**src/rtl/nonce_search_controller.sv**
```systemverilog
// Nonce search sequencer: clears the incrementer, launches one hash per nonce,
// compares each digest against the job target, and reports found/exhausted/fault.
module nonce_search_controller #(
    parameter int HASH_W  = 256,
    parameter int TIMEOUT = 1024
) (
    input  logic              clk,
    input  logic              reset,
    input  logic              job_valid,
    output logic              job_ready,
    input  logic [HASH_W-1:0] job_target,
    input  logic              abort,
    input  logic [31:0]       nonce,
    output logic              nonce_update,
    output logic              nonce_clear,
    output logic              hash_start,
    input  logic              hash_done,
    input  logic [HASH_W-1:0] hash_digest,
    output logic              found_valid,
    output logic [31:0]       found_nonce,
    output logic              exhausted,
    output logic              fault,
    output logic              busy
);

    localparam int CNT_W = $clog2(TIMEOUT + 1);

    typedef enum logic [3:0] {
        IDLE,
        CLEAR,
        START,
        WAIT,
        CHECK,
        STEP,
        FOUND,
        EXHAUSTED,
        FAULT
    } state_t;

    state_t            state;
    state_t            state_nxt;
    logic [HASH_W-1:0] target_q;
    logic [31:0]       nonce_q;
    logic [CNT_W-1:0]  tmo_q;
    logic              hit_q;
    logic              terminal;

    assign terminal = (state == FOUND) || (state == EXHAUSTED) || (state == FAULT);

    always_comb begin
        state_nxt = state;
        case (state)
            IDLE:      if (job_valid && job_ready) state_nxt = CLEAR;
            CLEAR:     state_nxt = START;
            START:     state_nxt = WAIT;
            WAIT: begin
                // Fault when this decrement would bring the counter to zero,
                // landing FAULT exactly TIMEOUT cycles after hash_start.
                if (hash_done)                     state_nxt = CHECK;
                else if (tmo_q <= CNT_W'(1))       state_nxt = FAULT;
            end
            CHECK: begin
                if (hit_q)                         state_nxt = FOUND;
                else if (nonce_q == 32'hFFFF_FFFF) state_nxt = EXHAUSTED;
                else                               state_nxt = STEP;
            end
            STEP:      state_nxt = START;
            FOUND, EXHAUSTED, FAULT:
                       if (job_valid) state_nxt = CLEAR;
            default:   state_nxt = IDLE;
        endcase
        if (abort) state_nxt = IDLE;
    end

    always_ff @(posedge clk or negedge reset) begin
        if (!reset) begin
            state        <= IDLE;
            job_ready    <= 1'b0;
            busy         <= 1'b0;
            nonce_clear  <= 1'b0;
            nonce_update <= 1'b0;
            hash_start   <= 1'b0;
            found_valid  <= 1'b0;
            exhausted    <= 1'b0;
            fault        <= 1'b0;
            found_nonce  <= '0;
            target_q     <= '0;
            nonce_q      <= '0;
            tmo_q        <= '0;
            hit_q        <= 1'b0;
        end else begin
            state        <= state_nxt;
            job_ready    <= (state_nxt == IDLE);
            busy         <= (state_nxt != IDLE);
            nonce_clear  <= (state_nxt == CLEAR);
            nonce_update <= (state_nxt == STEP);
            hash_start   <= (state_nxt == START);
            found_valid  <= (state_nxt == FOUND);
            exhausted    <= (state_nxt == EXHAUSTED);
            fault        <= (state_nxt == FAULT);

            if (state_nxt == CLEAR && (state == IDLE || terminal))
                target_q <= job_target;

            if (state == START) begin
                nonce_q <= nonce;
                tmo_q   <= CNT_W'(TIMEOUT - 1);
            end

            if (state == WAIT) begin
                tmo_q <= tmo_q - CNT_W'(1);
                if (hash_done)
                    hit_q <= (hash_digest < target_q);
            end

            if (state == CHECK && state_nxt == FOUND)
                found_nonce <= nonce_q;
        end
    end

endmodule

```
**config.mk**
```make
export PLATFORM = sky130hd
export DESIGN_NAME = nonce_search_controller
export DESIGN_NICKNAME = d
export VERILOG_FILES = /design/src/rtl/nonce_search_controller.sv
export SDC_FILE = /design/constraint.sdc
export NUM_CORES = 1
export LEC_CHECK = 0
export CAP_MARGIN = 5
export CORE_AREA = 2 2 232 234
export DETAILED_ROUTE_END_ITERATION = 10
export DIE_AREA = 0 0 234 236
export GPL_ROUTABILITY_DRIVEN = 0
export PLACE_DENSITY = 0.78
export SLEW_MARGIN = 20
export SYNTH_ARGS = -nofsm -noshare
export SYNTH_HDL_FRONTEND = slang
export SYNTH_SLANG_ARGS = --single-unit
```
**constraint.sdc**
```tcl
create_clock -name clk -period 6.8 [get_ports clk]
set_clock_uncertainty 0.05 [all_clocks]
set_input_delay 0.68 -clock clk [delete_from_list [all_inputs] [get_ports clk]]
set_output_delay 0.68 -clock clk [all_outputs]
set_load 0.005 [all_outputs]
```
==> metrics.md <==
| Metric | Value |
|---|---|
| Crit start category | register |
| CTS HTree Levels | 2 |
| Antenna viol nets, final | 0 |
| Post-layout util | 53.5% |
| Worst reg2reg path endpoint | target_q[102] |
| I/O pins | 589 |
| GR Overflow Total | 0 |
| Final Hold Fails | 0 |
| Clock sink count | 344 |
| PostCTS Resize Cnt | 0 |
| Busiest grt layer | met2 |
| Leakage | 0.0135 uW |
| Period utilization | 54.6% |
| Max-slew headroom | 35.1% |
| Nets | 3,131 |
| Clk root buf | clkbuf_16 |
| Max-slew violations | 0 |
| Vias per std cell | 5.03 |
| Hold crit path type | primary input to asynchronous set/reset pin |
| Worst slew pin tran | 0.973 ns |
| Pwr dens | 361 nW/um^2 |
| Post-synth top flop | dfrtp_1 |
| Final Total Pwr | 10,200 uW |
| CTS Buf Count | 42 |
| RSZ-0062 raised after global routing | no |
| R2r worst-path depth | 10 |
| Die area | 55,200 sq um |
| Die W | 234 um |
| Number of flops mapped to enable cells by yosys | 0 |
| Commonest non-fill, non-tap cell in the layout | clkdlybuf4s50_1 |
| Crit-path slowest cell | and3_4 |
| R2R setup slack | 3.09 ns |
| Reg2reg start | tmo_q[1] |
| DP Wirelength | 47.4 mm |
| WS Path Type | register to register |
| Initial antenna violation count | 18 |
| WL final | 60.1 mm |
| Port bufs | 588 |
| Fin worst setup slack | 3.09 ns |
| CTS tree | yes |
| Crit-path cells | inv_1, ha_1, o2111ai_1, nand2b_1, o21ai_1, and2_1, nor2_1, and3_4, buf_4, mux2_4 |
| Global-route usage over all layers | 21.6% |
| Cts hold-fix bufs | 0 |
| Num rows | 85 |
| Worst-Skew Late Latency | 0.56 ns |
| Post-synth ARST share | 100% |
| Commonest cells after routing, fill and taps aside | clkdlybuf4s50_1 (587), dfrtp_1 (344), inv_1 (262) |
| Max clock buf depth | 3 |
| Crit path max fanout | 40 |
| Vias in the first global route | 16,900 |
| CP max stage delay | 0.81 ns |
| Yosys warns | 0 |
| 1st-iter DRT viols | 559 |
| Sequential share of the synthesized area | 42.0% |
| Worst setup EP type | register |
| Met2 Use GR | 37.3% |
| Total core area | 53,100 sq um |
| Post-layout min period | 3.71 ns |
| Met3 Track Usage GR | 5.97% |
| First-pass DRT Iterations | 6 |
| Largest net degree at the start of global routing | 95 |
| First-pass GRT wire length | 92.4 mm |
| Design Area, Final | 28,400 sq um |
| Worst-path clk slew | 0.06 ns |
| Final setup viols | 0 |
| Count of cell types in the netlist | 62 |
| Met1 GRT Util | 24.4% |
| WL per Instance | 19.6 um |
| Initial Utilization | 38.7% |
| FF+latch count, synth | 344 |
| Worst vdd ir | 0.202 mV |
| Cells after Synth | 1,720 |
| Synth Cell Area | 20,500 sq um |
| Area after DPL | 27,100 sq um |
| Family with the most delay on the worst path | simple AND/OR/NAND/NOR gates |
| Avg Cell Area, Syn | 11.9 sq um |
| Die Y | 236 um |
| Pre-CTS setup slack | 2.50 ns |
| Area grow syn2layout | 38.3% |
| Arrival time at the worst endpoint | 4.10 ns |
| Total number of vias | 15,400 |
| Total Neg Setup Slack | 0 ns |
| MaxCap Viol Count | 0 |
| # DRC | 0 |
| Share of layout cells above drive strength 1 | 17.0% |
| Crit path buffers/inverters | 2 |
| Max frequency | 0.270 GHz |
| Post-CTS Setup Bufs | 0 |
| Outcome | complete, no violations |
| Mapped Nets | 2,526 |
| CP required | 7.19 ns |
-- routing by layer --
layer  up-vias  wire length, um
met5         -               51
met4         8             2540
met3       151             4210
met2       479            29800
met1      7494            23500
li1       7292                -
-- how the worst max path moves through the flow --
stage	startpoint	to	slack [ns]	depth (start not counted)
after floorplan	hash_digest[106]	hit_q	4.09	9
after global placement	hash_digest[249]	hit_q	2.36	11
after detailed placement	hash_digest[250]	hit_q	2.50	10
after CTS	hash_digest[250]	hit_q	3.10	10
after global routing	tmo_q[1]	target_q[102]	2.91	10
final	tmo_q[1]	target_q[102]	3.09	10
-- flip-flops by register name (all words and copies together), names as in the netlist --
| signal | flops |
|---|---|
| tmo_q | 11 |
| exhausted | 1 |
| state | 4 |
| found_valid | 1 |
| target_q | 256 |
| fault | 1 |
| found_nonce | 32 |
| job_ready | 1 |
| nonce_q | 32 |
| nonce_clear | 1 |
| hit_q | 1 |
| hash_start | 1 |
| busy | 1 |
| nonce_update | 1 |
-- through the flow --
step | hold WS, ns | instances
finish | 0.100 | 3064
global route | 0.145 | 3064
CTS | 0.113 | 3050
detailed placement | 0.425 | 2977
global placement | 0.422 | 2977
floorplan | 0.334 | 1720
-- cells in the mapped netlist (7+ instances only) --
master	number	share of area, %
nor2_1	55	1.0
nor3_1	19	0.46
dfrtp_1	344	42
nor4_1	9	0.27
inv_1	262	4.8
a211oi_1	20	0.73
mux2_1	7	0.38
buf_2	7	0.17
o21ai_0	54	1.3
o211ai_1	9	0.33
nand4_1	51	1.6
mux2_4	229	17
a21oi_1	83	2.0
nand2_1	50	0.91
ha_1	257	16
nand3_1	22	0.54
mux2_2	84	4.6
a21o_1	36	1.3
buf_6	27	1.5
nand2b_1	8	0.24
-- cells by family (layout without fill, tap and decap cells) --
group | Yosys count | in the layout | share of synthesized area, %
flops | 344 | 344 | 42.0
mux | 324 | 324 | 21.9
buf+inv | 301 | 935 | 6.54
fa+ha+maj | 257 | 257 | 15.7
simple gates | 250 | 250 | 6.40
compound gates | 244 | 244 | 7.49
other cells | 0 | 14 | 0
-- worst reg2reg max path, delay by kind of cell (launching register included) --
kind | cells | cell delay [ns]
simple gates | 4 | 1.35
buf+inv | 2 | 0.74
compound gates | 2 | 0.46
flops | 1 | 0.41
mux | 1 | 0.37
fa+ha+maj | 1 | 0.20
-- layout make-up --
class	count	area (sq um)
diodes	14	35.0
clock buffers	64	1220
clock inverters	9	52.6
fillers	4417	24700
inverters	262	983
multi-input cells	1075	10600
flip-flops and latches	344	8610
well taps	696	871
repair buffers	600	6020
-- report_power, final --
part           internal (uW)  switching, uW
Clock                   1240            881
Combinational           2650           1880
Sequential              2990            615
Total                   6870           3380
Note: power is estimated with default switching activity, not from simulation.
